`config.mk`:
```
export PLATFORM = sky130hd
export DESIGN_NAME = riscv_mem_arbiter
export DESIGN_NICKNAME = d
export VERILOG_FILES = /design/src/rtl/riscv_mem_arbiter.sv
export SDC_FILE = /design/constraint.sdc
export NUM_CORES = 1
export LEC_CHECK = 0
export BUFFER_PORTS_ARGS = -buffer_cell sky130_fd_sc_hd__buf_2
export CORE_AREA = 4 4 115 117
export CTS_BUF_LIST = sky130_fd_sc_hd__clkbuf_2
export DETAILED_ROUTE_END_ITERATION = 16
export DIE_AREA = 0 0 119 121
export GPL_TIMING_DRIVEN = 1
export PLACE_DENSITY = 0.89
export SLEW_MARGIN = 20
export SYNTH_ARGS = -nofsm -noshare
export SYNTH_HDL_FRONTEND = slang
export SYNTH_SLANG_ARGS = --single-unit
```
`constraint.sdc`:
```
create_clock -name clk -period 2.53 [get_ports clk]
set_input_delay 0.506 -clock clk [delete_from_list [all_inputs] [get_ports clk]]
set_output_delay 0.506 -clock clk [all_outputs]
set_load 0.02 [all_outputs]
```
`src/rtl/riscv_mem_arbiter.sv`:
```
// Lets the instruction-fetch port and the data port share one single-ported memory.
// One transaction in flight; data wins ties until the anti-starvation counter saturates.
module riscv_mem_arbiter #(
    parameter int MAX_D_STREAK   = 4,
    parameter int TIMEOUT_CYCLES = 16
) (
    input  logic        clk,
    input  logic        rst,
    input  logic        i_req,
    input  logic [31:0] i_addr,
    output logic        i_done,
    output logic [31:0] i_rdata,
    input  logic        d_req,
    input  logic        d_we,
    input  logic [31:0] d_addr,
    input  logic [31:0] d_wdata,
    input  logic [3:0]  d_be,
    output logic        d_done,
    output logic [31:0] d_rdata,
    output logic        err,
    output logic        mem_req,
    output logic        mem_we,
    output logic [31:0] mem_addr,
    output logic [31:0] mem_wdata,
    output logic [3:0]  mem_be,
    input  logic        mem_gnt,
    input  logic        mem_rvalid,
    input  logic [31:0] mem_rdata
);
    localparam int SW = $clog2(MAX_D_STREAK + 1);
    localparam int TW = $clog2(TIMEOUT_CYCLES);
    localparam logic [SW-1:0] STREAK_MAX = SW'(MAX_D_STREAK);
    localparam logic [TW-1:0] TIMER_LAST = TW'(TIMEOUT_CYCLES - 1);

    typedef enum logic [1:0] {S_IDLE, S_REQ, S_WAIT, S_RESP} state_t;

    state_t        r_state;
    logic [SW-1:0] r_d_streak;
    logic [TW-1:0] r_timer;
    logic          r_owner_d;
    logic          r_mem_req;
    logic          r_mem_we;
    logic [31:0]   r_mem_addr;
    logic [31:0]   r_mem_wdata;
    logic [3:0]    r_mem_be;
    logic          r_i_done;
    logic [31:0]   r_i_rdata;
    logic          r_d_done;
    logic [31:0]   r_d_rdata;
    logic          r_err;

    logic          w_grant_d;
    logic          w_timeout;
    logic          w_rvalid_ok;
    logic          w_finish;
    logic [31:0]   w_fin_data;

    assign w_grant_d   = d_req && (!i_req || (r_d_streak != STREAK_MAX));
    assign w_timeout   = (r_timer == TIMER_LAST);
    assign w_rvalid_ok = (r_state == S_WAIT) && mem_rvalid;
    // A completion on the last allowed cycle beats the timeout.
    assign w_finish    = w_rvalid_ok ||
                         (((r_state == S_REQ) || (r_state == S_WAIT)) && w_timeout);
    assign w_fin_data  = (w_rvalid_ok && !r_mem_we) ? mem_rdata : 32'h0;

    always_ff @(posedge clk) begin
        if (rst) begin
            r_state     <= S_IDLE;
            r_d_streak  <= '0;
            r_timer     <= '0;
            r_owner_d   <= 1'b0;
            r_mem_req   <= 1'b0;
            r_mem_we    <= 1'b0;
            r_mem_addr  <= '0;
            r_mem_wdata <= '0;
            r_mem_be    <= '0;
            r_i_done    <= 1'b0;
            r_i_rdata   <= '0;
            r_d_done    <= 1'b0;
            r_d_rdata   <= '0;
            r_err       <= 1'b0;
        end else begin
            case (r_state)
                S_IDLE: begin
                    if (d_req || i_req) begin
                        r_state   <= S_REQ;
                        r_timer   <= '0;
                        r_mem_req <= 1'b1;
                        if (w_grant_d) begin
                            r_owner_d   <= 1'b1;
                            r_mem_we    <= d_we;
                            r_mem_addr  <= d_addr;
                            r_mem_wdata <= d_wdata;
                            r_mem_be    <= d_be;
                            // Streak only grows while a fetch is being held off.
                            if (!i_req)
                                r_d_streak <= '0;
                            else if (r_d_streak != STREAK_MAX)
                                r_d_streak <= r_d_streak + SW'(1);
                        end else begin
                            r_owner_d   <= 1'b0;
                            r_mem_we    <= 1'b0;
                            r_mem_addr  <= i_addr;
                            r_mem_wdata <= '0;
                            r_mem_be    <= 4'hF;
                            r_d_streak  <= '0;
                        end
                    end
                end
                S_REQ, S_WAIT: begin
                    if (w_finish) begin
                        r_state   <= S_RESP;
                        r_mem_req <= 1'b0;
                        r_i_done  <= !r_owner_d;
                        r_d_done  <= r_owner_d;
                        r_i_rdata <= r_owner_d ? 32'h0 : w_fin_data;
                        r_d_rdata <= r_owner_d ? w_fin_data : 32'h0;
                        r_err     <= !w_rvalid_ok;
                    end else begin
                        r_timer <= r_timer + TW'(1);
                        if ((r_state == S_REQ) && mem_gnt) begin
                            r_state   <= S_WAIT;
                            r_mem_req <= 1'b0;
                        end
                    end
                end
                default: begin
                    r_state   <= S_IDLE;
                    r_i_done  <= 1'b0;
                    r_d_done  <= 1'b0;
                    r_i_rdata <= '0;
                    r_d_rdata <= '0;
                    r_err     <= 1'b0;
                end
            endcase
        end
    end

    assign mem_req   = r_mem_req;
    assign mem_we    = r_mem_we;
    assign mem_addr  = r_mem_addr;
    assign mem_wdata = r_mem_wdata;
    assign mem_be    = r_mem_be;
    assign i_done    = r_i_done;
    assign i_rdata   = r_i_rdata;
    assign d_done    = r_d_done;
    assign d_rdata   = r_d_rdata;
    assign err       = r_err;
endmodule

```
-- Word level (Yosys, flattened, before mapping)
Cells that the tools add are included.
- register bits: 147
- bits of input ports: 139
- output and inout bits: 137
- logic and storage cells: 80
- add/subtract/negate cells: 2
- equality and inequality tests: 9
- multiplexer cells: 32
- bitwise logic cells: 1
- reduce and logical (&&, ||, !) cells: 22
- operators with widths (cell ; number):
    $mux W32 ; 7
    $pmux W32 S2 ; 2
    $mux W4 ; 3
    $mux W3 ; 3
    $reduce_and A3 Y1 ; 3
    $mux W1 ; 8
    $pmux W1 S2 ; 4
    $pmux W4 S2 ; 1
    $mux W2 ; 3
    $ne A2 B2 Y1 const B ; 3
    $ne A3 B3 Y1 const B ; 2
    $reduce_and A2 Y1 ; 3
    $logic_and A1 B1 Y1 ; 5
    $add A4 B1 Y4 const B ; 1
    $eq A4 B4 Y1 const B ; 1
    $logic_not A1 Y1 ; 4
    $logic_or A1 B1 Y1 ; 4
    $pmux W2 S2 ; 1
    $add A3 B1 Y3 const B ; 1
    $ne A3 B2 Y1 const B ; 1
    $eq A2 B1 Y1 const B ; 1
    $eq A2 B2 Y1 const B ; 1
    $logic_not A2 Y1 ; 1
    $reduce_bool A2 Y1 ; 1
    other kinds (2) ; 2

-- Longest topological paths before layout
Gate-level depths: netlist (run 1).
- word-level depth: 7
- mapped depth: 8
- depth with buffers taken out: 6

-- Worst setup path before layout (run 1)
OpenSTA, ideal clock, no wires.
- kind: reg-to-reg
- from: register r_state[0]
- to: register r_d_rdata[22] (netlist: d_rdata[22])
- setup time: 0.117 ns
- data arrival time: 1.612 ns
- data required time: 2.413 ns
- setup slack: 0.801 ns
- stages on the path, launching flop included: 9
- buffers on the path: 2
- path through: dfxtp_1 -> inv_1 -> ha_1 -> a32oi_2 -> nor2_2 -> and3_1 -> buf_6 -> buf_8 -> a32o_2
- word-level cells in the longest chain between the ends: 7
- elaborated cells between the ends (all ways): 16
- those cells by class: eq/ne: 3; mux: 4; bitwise: 1; reduce/logical: 8
- ends and longest elaborated chain (what ; RTL line ; RTL):
    start, declared ; 37 ; state_t r_state;
    start signal, assigned ; 68 ; r_state <= S_IDLE;
    start signal, assigned ; 86 ; r_state <= S_REQ;
    start signal, assigned ; 112 ; r_state <= S_RESP;
    $eq A2 B2 Y1 ; 60, 63, 83 ;
    $logic_and A1 B1 Y1 ; 60 ; assign w_rvalid_ok = (r_state == S_WAIT) && mem_rvalid;
    $logic_and A1 B1 Y1 ; 64 ; assign w_fin_data = (w_rvalid_ok && !r_mem_we) ? mem_rdata : 32'h0;
    $mux W32 ; 64 ;
    $mux W32 ; 117 ; r_d_rdata <= r_owner_d ? w_fin_data : 32'h0;
    $mux W32 ; 111 ; if (w_finish) begin
    $pmux W32 S2 ; 83 ; case (r_state)
    end signal, assigned ; 117 ;
    end, declared ; 49 ; logic [31:0] r_d_rdata;
Several ways; a longest one is shown, not always the timed one. The select of a mux whose other input is x is not followed.
A chain may end at the register's enable or synchronous reset.

-- Worst setup path in the final report (run 1)
- from: register r_state[0]
- to: register r_mem_addr[5] (netlist: mem_addr[5])
- word-level cells in the longest chain between the ends: 2
- ends and longest elaborated chain (what ; RTL line ; RTL):
    $logic_not A2 Y1 ; 83 ;
    $reduce_and A2 Y1 (no line) ; - ;
    end signal, assigned ; 92 ; r_mem_addr <= d_addr;
    end signal, assigned ; 103 ; r_mem_addr <= i_addr;
    end, declared ; 43 ; logic [31:0] r_mem_addr;
No other way between the ends.

==> results.yml, run 1 <==
sta:
  worstMarginPinSlew_ns: 0.656
  setup_viol: 0
  fmax_mhz: 426
  period_minus_slack_ns: 2.35
  clock_skew_ns: 0.0505
  setup-tns-final_ns: 0
  slew_headroom: 0.562
  slew_viol_final: 0
  final-hold-violation-count: 0
  rsz0062_at_grt: "no"
  period_share: 0.928
synthesis:
  synth_common_cells: "dfxtp_1, nand2_1, a22o_1, a32o_1, a31oi_1"
  synth_top_area_frac: 0.548
  ys_async_sr_fraction: 0
  synth-seq-cells: 147
  synth_edf_count: 0
  synth_top_area_cell: "dfxtp_1"
  synth_area_um2: 5370
  yosysMostFrequentCell: "dfxtp_1"
  synth_area_leaders: "dfxtp_1, a32o_1, a32o_2"
  ys.warnings.count: 0
  ys_types: 41
  avgSynthCellArea_um2: 10.6
  yosys_most_used_dff: "dfxtp_1"
  syn_inst: 506
  syn_nets: 652
  yosysSeqAreaShare: 0.548
floorplan:
  rows: 41
  core_um2: 12400
  dieWidth_um: 119
  start_util: 0.435
  fp.dieArea_um2: 14400
  die_h_um: 121
  num_io_pins: 276
clock_network:
  cts_setup_buffers: 0
  htree_levels: 4
  clock_sinks: 147
  tritoncts: "done"
  numCtsBuffers: 17
  cts_max_path_buffers: 2
  insertion_delay_ns: 0.72
  cts_root_buffer: "clkbuf_2"
  clkSlewWorstSetupHoldPaths_ns: 0.23
global_routing:
  grt_pass1_vias: 6138
  antenna_found_initial: 1
  grt_max_degree: 69
  grt_usage: 0.275
  grt_overflow: 0
  grt_pass1_wl_um: 31900
layout:
  final_core_util: 0.678
  finalInstanceArea_um2: 8380
  fin_cells: 1084
  syn2layout_area_growth_pct: 55.9
  drive_gt1_frac: 0.397
  nets: 1044
  fill_cells: 832
worst_setup_path:
  cp.arrival_ns: 3.00
  end_kind: "flop"
  path_class: "flop to flop"
  crit_required_ns: 3.19
  worstSetupStartpointType: "flop"
  cp_max_fo: 68
power_and_ir_drop:
  switching_power_w: 0.00226
  p_sw_frac: 0.376
  intPower_w: 0.00374
  combPwrFrac: 0.320
  vdd_drop_max_mv: 0.403
  power_frac_seq: 0.462
  powerDensity_nw_per_um2: 716
  power_w: 0.00600
  p_leak_nw: 4.11
  clock_power_share: 0.218
drt:
  wl_um: 20400
  drc: 0
  dr.pass1.iters: 4
  drtAntennaViolNets: 0
  drt-vias-per-instance: 5.60
  drt_iter0_drc: 561
  vias: 6073
  avgRoutedWirePerCell_um: 18.9
placed_design:
  dpl_cell_area_um2: 6800
  hpwl_um: 11100
  dp_cells: 918
  gp_congestion: 0.852
  port_buffers: 275
flow_run:
  maxCapViolCount: 0
hold_path:
  min_path_type: "primary input to flop"
outcome:
  status: "complete, no violations"
==> final timing paths <==
kind	end	depth (start not counted)	slack [ns]	startpoint
min	r_d_streak[0]$_SDFFE_PP0P_	3	0.11	i_req
min reg2reg	i_rdata[15]$_SDFFE_PP0P_	1	0.49	i_rdata[15]$_SDFFE_PP0P_
max	mem_addr[5]$_SDFFE_PP0P_	7	0.18	r_state[0]$_SDFFE_PP0P_
max reg2reg	mem_addr[5]$_SDFFE_PP0P_	7	0.18	r_state[0]$_SDFFE_PP0P_
==> power groups by stage <==
stage          combinational (W)  sequential (W)  clock (W)
2_1_floorplan           0.000729         0.00308          0
3_3_place_gp             0.00154         0.00278          0
3_5_place_dp             0.00157         0.00278          0
4_1_cts                  0.00182         0.00274    0.00133
5_1_grt                  0.00204         0.00280    0.00143
6_report                 0.00192         0.00277    0.00131
==> what timing repair did <==
item / 4_1_cts / 5_1_grt
gates resized for setup: 0 / 4
hold buffers: 133 / 0
endpoints found under the setup margin: 0 / 20
hold endpoints to repair: 131 / 0
==> kinds of logic after synthesis <==
family,after synthesis,share of synthesized area
AO/OA/AOI/OAI,193,0.292
adder cells (fa/ha/maj),7,0.0163
buffers and inverters,54,0.0580
flip-flops,147,0.548
AND/OR/NAND/NOR,105,0.0857
==> flip-flops by register name, indices dropped and copies added (netlist names), 2 cells and up <==
name	cells
d_rdata	32
i_rdata	32
mem_addr	32
mem_be	4
mem_wdata	32
r_d_streak	3
r_state	2
r_timer	4
==> critical path, cell delays in order, from the launching register on <==
cell           delay, ns
dfxtp_1             0.38
inv_1               0.09
ha_2                0.31
o21a_2              0.23
buf_8               0.33
o21ai_0             0.16
a31oi_1             0.21
dlygate4sd3_1       0.56
==> layout by cell type, fill, tap and decap left out, drive strengths merged, types with 2 or more instances in the layout <==
cell type	netlist	final
clkbuf	9	17
and3	3	3
nand2b	2	2
clkinv	0	3
inv	6	12
a22oi	2	2
a22o	35	35
buf	39	288
a21oi	9	9
nor2	7	7
nand4	2	2
a31oi	34	34
dfxtp	147	147
o21ai	36	36
nor3	3	3
a32o	66	66
ha	7	7
dlygate4sd3	0	133
nand3	5	5
nand2	77	77
a32oi	2	2
o221a	5	5
clkinvlp	0	5
==> layout make-up <==
type | count | area (um^2) | area share
Timing Repair Buffer | 421 | 2830 | 0.337
Clock buffer | 17 | 85.1 | 0.0102
Multi-Input combinational cell | 305 | 2140 | 0.255
Clock inverter | 15 | 149 | 0.0178
Tap cell | 172 | 215 | 0.0257
Antenna cell | 1 | 2.50 | 0.000299
Sequential cell | 147 | 2940 | 0.351
Inverter | 6 | 22.5 | 0.00269
==> through the flow <==
stage / hold WS [ns] / worst slack, ns
floorplan: 0.455 / 0.801
global placement: 0.441 / 0.554
detailed placement: 0.449 / 0.505
CTS: 0.00773 / 0.0140
global route: 0.0468 / 0.0313
finish: 0.115 / 0.183
==> layer usage <==
layer	part of all wire	track usage	vias up
met1	0.37	0.305	2824
met5	0.00093	0	-
met4	0.049	0.162	2
li1	-	-	2730
met2	0.48	0.463	435
met3	0.10	0.0862	82
(Power assumes the default switching activity.)
==> run 2: changes to the inputs <==
--- a/config.mk
+++ b/config.mk
@@ -11,7 +11,7 @@
 export DETAILED_ROUTE_END_ITERATION = 16
 export DIE_AREA = 0 0 119 121
 export GPL_TIMING_DRIVEN = 1
-export PLACE_DENSITY = 0.89
+export PLACE_DENSITY = 0.78
 export SLEW_MARGIN = 20
 export SYNTH_ARGS = -nofsm -noshare
 export SYNTH_HDL_FRONTEND = slang
==> run 2 against run 1 <==
  * Critical path depth unchanged
  * Critical path type unchanged
  * Die area is the same
  * Design area shrank 0.10%
  * Non-clock buffer count shrank 6
  * Count of clock-buffer cells in the layout is 1 higher
  * Clock power grew 18%
  * Total power increased by 3.8%
==> results.yml, run 2 (same netlist as run 1, synthesis figures left out) <==
global_routing:
  grt_max_degree: 69
  grt_usage: 0.255
  antenna_found_initial: 1
  grt_pass1_wl_um: 29600
  grt_overflow: 0
  grt_pass1_vias: 6030
placed_design:
  dp_cells: 915
  pre_cts_slack_ns: 0.603
  hpwl_um: 11000
  port_buffers: 275
  gp_congestion: 0.845
  dpl_cell_area_um2: 6780
sta:
  slew_viol_final: 0
  clock_skew_ns: 0.0371
  setup-tns-final_ns: 0
  period_minus_slack_ns: 2.38
  whs_ns: 0.0680
  final-hold-violation-count: 0
  worstMarginPinSlew_ns: 0.655
  finalWorstSetupSlack_ns: 0.150
  setup_viol: 0
  rsz0062_at_grt: "no"
  fmax_mhz: 420
  period_share: 0.941
  slew_headroom: 0.563
clock_network:
  clock_sinks: 147
  htree_levels: 4
  tritoncts: "done"
  cts_max_path_buffers: 2
  cts_root_buffer: "clkbuf_2"
  numCtsBuffers: 17
  insertion_delay_ns: 0.72
  clkSlewWorstSetupHoldPaths_ns: 0.19
  cts_setup_buffers: 0
floorplan:
  dieWidth_um: 119
  die_h_um: 121
  core_um2: 12400
  rows: 41
  num_io_pins: 276
  fp.dieArea_um2: 14400
  start_util: 0.435
layout:
  syn2layout_area_growth_pct: 55.8
  finalInstanceArea_um2: 8370
  layout_common_cells: "buf_2, dfxtp_1, dlygate4sd3_1"
  drive_gt1_frac: 0.392
  fin_cells: 1076
  nets: 1038
  final_common_cell: "buf_2"
worst_setup_path:
  crit_required_ns: 3.19
  reg2reg_slack_ns: 0.15
  r2r-start: "r_state[1]$_SDFFE_PP0P_"
  cp-endpoint: "mem_addr[28]$_SDFFE_PP0P_"
  cpPeakStageDelay_ns: 0.60
  startpoint: "r_state[1]$_SDFFE_PP0P_"
  crit_chain: "inv_1, ha_2, o21a_2, buf_8, o21ai_0, a31oi_1, dlygate4sd3_1"
  worst-path-stages: 7
  r2r-end: "mem_addr[28]$_SDFFE_PP0P_"
  worstSetupStartpointType: "flop"
  end_kind: "flop"
  cp_max_fo: 68
  cp_num_buf_inv: 3
  cp_slowest_cell: "dlygate4sd3_1"
  crit_family: "buffers and inverters"
  cp.arrival_ns: 3.04
  reg2reg_depth: 7
  path_class: "flop to flop"
drt:
  drt_iter0_drc: 427
  drc: 0
  drtAntennaViolNets: 0
  wl_um: 19000
  dr.pass1.iters: 5
  drt-vias-per-instance: 5.43
  avgRoutedWirePerCell_um: 17.7
  vias: 5846
power_and_ir_drop:
  powerDensity_nw_per_um2: 745
  p_leak_nw: 4.14
  vdd_drop_max_mv: 0.439
flow_run:
  maxCapViolCount: 0
hold_path:
  hold_depth: 2
  min_path_type: "primary input to flop"
outcome:
  status: "complete, no violations"
-- run 2: worst min path at each step --
stage          slack (ns)                          to                        from
2_1_floorplan        0.46  r_d_streak[0]$_SDFFE_PP0P_  r_d_streak[0]$_SDFFE_PP0P_
3_3_place_gp         0.44    i_rdata[19]$_SDFFE_PP0P_    i_rdata[19]$_SDFFE_PP0P_
3_5_place_dp         0.45    i_rdata[26]$_SDFFE_PP0P_    i_rdata[26]$_SDFFE_PP0P_
4_1_cts             0.002    d_rdata[14]$_SDFFE_PP0P_               mem_rdata[14]
5_1_grt             0.003    d_rdata[12]$_SDFFE_PP0P_               mem_rdata[12]
6_report             0.07    i_rdata[12]$_SDFFE_PP0P_               mem_rdata[12]
-- run 2: what timing repair did --
action | 4_1_cts | 5_1_grt
setup endpoints to repair | 0 | 31
gates resized for setup | 0 | 4
hold buffers | 127 | 3
endpoints found under the hold margin | 117 | 3
-- run 2: per-layer routing --
layer  track usage  wire length (um)  up-vias
met3        0.0788              1550       43
met2         0.453              9620      330
met5             0                 0        -
met4         0.112               487        0
met1         0.280              7360     2763
li1              -                 -     2710
-- run 2: through the flow --
step / power [W] / util
floorplan: 0.00381 / -
global placement: 0.00427 / 0.548
detailed placement: 0.00432 / 0.548
CTS: 0.00615 / 0.674
global route: 0.00653 / 0.677
finish: 0.00623 / 0.677
-- run 2: cell type report --
class / instances / area (um^2)
inverter: 6 / 22.5
clock buffer: 18 / 90.1
tap: 172 / 215
fill: 872 / 3990
clock inverter: 12 / 188
timing repair buffer: 415 / 2770
multi-input combinational: 305 / 2140
antenna: 1 / 2.50
sequential: 147 / 2940
-- run 2: report_power, final --
group          switching (W)  internal [W]  total (W)  leakage, nW
sequential          0.000176       0.00259    0.00277         1.20
clock               0.000822      0.000732    0.00155        0.163
combinational        0.00112      0.000797    0.00191         2.78
total                0.00211       0.00412    0.00623         4.14
==> run 3: changes to the inputs <==
--- a/config.mk
+++ b/config.mk
@@ -6,12 +6,14 @@
 export NUM_CORES = 1
 export LEC_CHECK = 0
 export BUFFER_PORTS_ARGS = -buffer_cell sky130_fd_sc_hd__buf_2
-export CORE_AREA = 4 4 115 117
+export CELL_PAD_IN_SITES_DETAIL_PLACEMENT = 0
+export CELL_PAD_IN_SITES_GLOBAL_PLACEMENT = 1
+export CORE_AREA = 4 4 126 128
 export CTS_BUF_LIST = sky130_fd_sc_hd__clkbuf_2
 export DETAILED_ROUTE_END_ITERATION = 16
-export DIE_AREA = 0 0 119 121
+export DIE_AREA = 0 0 130 132
 export GPL_TIMING_DRIVEN = 1
-export PLACE_DENSITY = 0.78
+export PLACE_DENSITY_LB_ADDON = 0.1
 export SLEW_MARGIN = 20
 export SYNTH_ARGS = -nofsm -noshare
 export SYNTH_HDL_FRONTEND = slang
==> constraint.sdc (replaced) <==
create_clock -name clk -period 3.1 [get_ports clk]
set_input_delay 0.62 -clock clk [delete_from_list [all_inputs] [get_ports clk]]
set_output_delay 0.62 -clock clk [all_outputs]
set_load 0.02 [all_outputs]
==> run 3 against run 2 <==
  * First-iteration DRC count decreased by 46%
  * Combinational power decreased by 35%
  * Via count decreased by 15%
  * Largest cell class unchanged
  * Critical endpoint is now d_rdata[17]$_SDFFE_PP0P_
  * Largest power group unchanged
==> results.yml, run 3 (same netlist as run 1, synthesis figures left out) <==
global_routing:
  grt_overflow: 0
  grt_max_degree: 69
  antenna_found_initial: 1
  grt_usage: 0.174
  grt_pass1_wl_um: 24100
  grt_pass1_vias: 4849
sta:
  final-hold-violation-count: 0
  fmax_mhz: 451
  period_share: 0.715
  period_minus_slack_ns: 2.22
  setup_viol: 0
  slew_viol_final: 0
  setup-tns-final_ns: 0
  worstMarginPinSlew_ns: 0.677
  clock_skew_ns: 0.0372
  whs_ns: 0.114
  slew_headroom: 0.549
  rsz0062_at_grt: "no"
worst_setup_path:
  path_class: "flop to flop"
  reg2reg_slack_ns: 0.88
  end_kind: "flop"
  r2r-start: "r_state[1]$_SDFFE_PP0P_"
  reg2reg_depth: 6
  r2r-end: "d_rdata[17]$_SDFFE_PP0P_"
  worst-path-stages: 6
  cpPeakStageDelay_ns: 0.58
  startpoint: "r_state[1]$_SDFFE_PP0P_"
  cp_num_buf_inv: 2
  worstSetupStartpointType: "flop"
  crit_family: "buffers and inverters"
  cp_max_fo: 66
  cp_slowest_cell: "ha_1"
  crit_chain: "inv_1, ha_1, a21oi_1, nor2_4, buf_4, a32o_2"
  cp.arrival_ns: 2.85
  cp-endpoint: "d_rdata[17]$_SDFFE_PP0P_"
  crit_required_ns: 3.73
drt:
  avgRoutedWirePerCell_um: 16.1
  wl_um: 15600
  vias: 4971
  drt_iter0_drc: 231
  drtAntennaViolNets: 0
  dr.pass1.iters: 4
  drc: 0
  drt-vias-per-instance: 5.16
outcome:
  status: "complete, no violations"
floorplan:
  die_h_um: 132
  num_io_pins: 276
  start_util: 0.362
  dieWidth_um: 130
  core_um2: 14900
  fp.dieArea_um2: 17200
  rows: 45
clock_network:
  insertion_delay_ns: 0.70
  cts_setup_buffers: 0
  htree_levels: 4
  cts_root_buffer: "clkbuf_2"
  cts_max_path_buffers: 2
  tritoncts: "done"
  cts_resized: 0
  numCtsBuffers: 17
  clock_sinks: 147
  holdBufCountCts: 0
  clkSlewWorstSetupHoldPaths_ns: 0.22
placed_design:
  port_buffers: 275
  hpwl_um: 10900
  gp_congestion: 0.745
power_and_ir_drop:
  powerDensity_nw_per_um2: 645
  p_leak_nw: 3.52
  vdd_drop_max_mv: 0.284
layout:
  drive_gt1_frac: 0.457
  layout_common_cells: "buf_2, dfxtp_1, nand2_1"
  n_antenna_cell: 0
  nets: 908
  seq_area_um2: 2940
  multiInputGateArea_um2: 2130
  fill_cells: 1512
  syn2layout_area_growth_pct: 30.5
  final_common_cell: "buf_2"
flow_run:
  maxCapViolCount: 0
hold_path:
  min_path_type: "primary input to flop"
[run 3: cell count changes in the layout (fill, tap and decap cells not counted), sizes merged]
cell	delta
inv	+1
clkinv	+2
dlygate4sd3	-130
clkbuf	+1
diode	-1
clkinvlp	+1
bufinv	-3
[run 3: area by class of cell]
| class | instances | share of cell area |
|---|---|---|
| sequential | 147 | 0.419 |
| timing repair buffer | 285 | 0.207 |
| tap | 188 | 0.0335 |
| clock inverter | 13 | 0.0191 |
| inverter | 6 | 0.00321 |
| clock buffer | 19 | 0.0136 |
| multi-input combinational | 305 | 0.304 |
[run 3: per-stage QoR]
stage	power [W]	utilization	worst slack (ns)	instance area (um^2)	instances
global route	0.00480	0.472	0.653	7020	963
detailed placement	0.00352	0.457	0.935	6790	931
floorplan	0.00311	-	1.37	5370	506
global placement	0.00350	0.457	1.01	6790	931
finish	0.00453	0.472	0.883	7020	963
CTS	0.00459	0.472	0.894	7020	963
[run 3: metal layers]
metal	vias to the layer above	part of all wire	GRT usage
met2	182	0.48	0.287
met3	24	0.090	0.0600
met4	2	0.019	0.0693
li1	2443	-	-
met5	-	0.00084	0
met1	2320	0.41	0.207
[run 3: how the worst min path moves through the flow]
stage | startpoint | slack (ns) | cells after the start | to
6_report | d_wdata[18] | 0.11 | 2 | mem_wdata[18]$_SDFFE_PP0P_
5_1_grt | d_wdata[11] | 0.01 | 2 | mem_wdata[11]$_SDFFE_PP0P_
4_1_cts | d_wdata[3] | 0.01 | 2 | mem_wdata[3]$_SDFFE_PP0P_
3_5_place_dp | i_rdata[7]$_SDFFE_PP0P_ | 0.45 | 1 | i_rdata[7]$_SDFFE_PP0P_
3_3_place_gp | i_rdata[30]$_SDFFE_PP0P_ | 0.44 | 1 | i_rdata[30]$_SDFFE_PP0P_
2_1_floorplan | r_d_streak[0]$_SDFFE_PP0P_ | 0.46 | 2 | r_d_streak[0]$_SDFFE_PP0P_
[run 3: where the power goes]
part	internal [W]	leakage, nW	switching (W)
sequential	0.00211	1.20	0.000118
clock	0.000373	0.135	0.000683
combinational	0.000421	2.18	0.000818
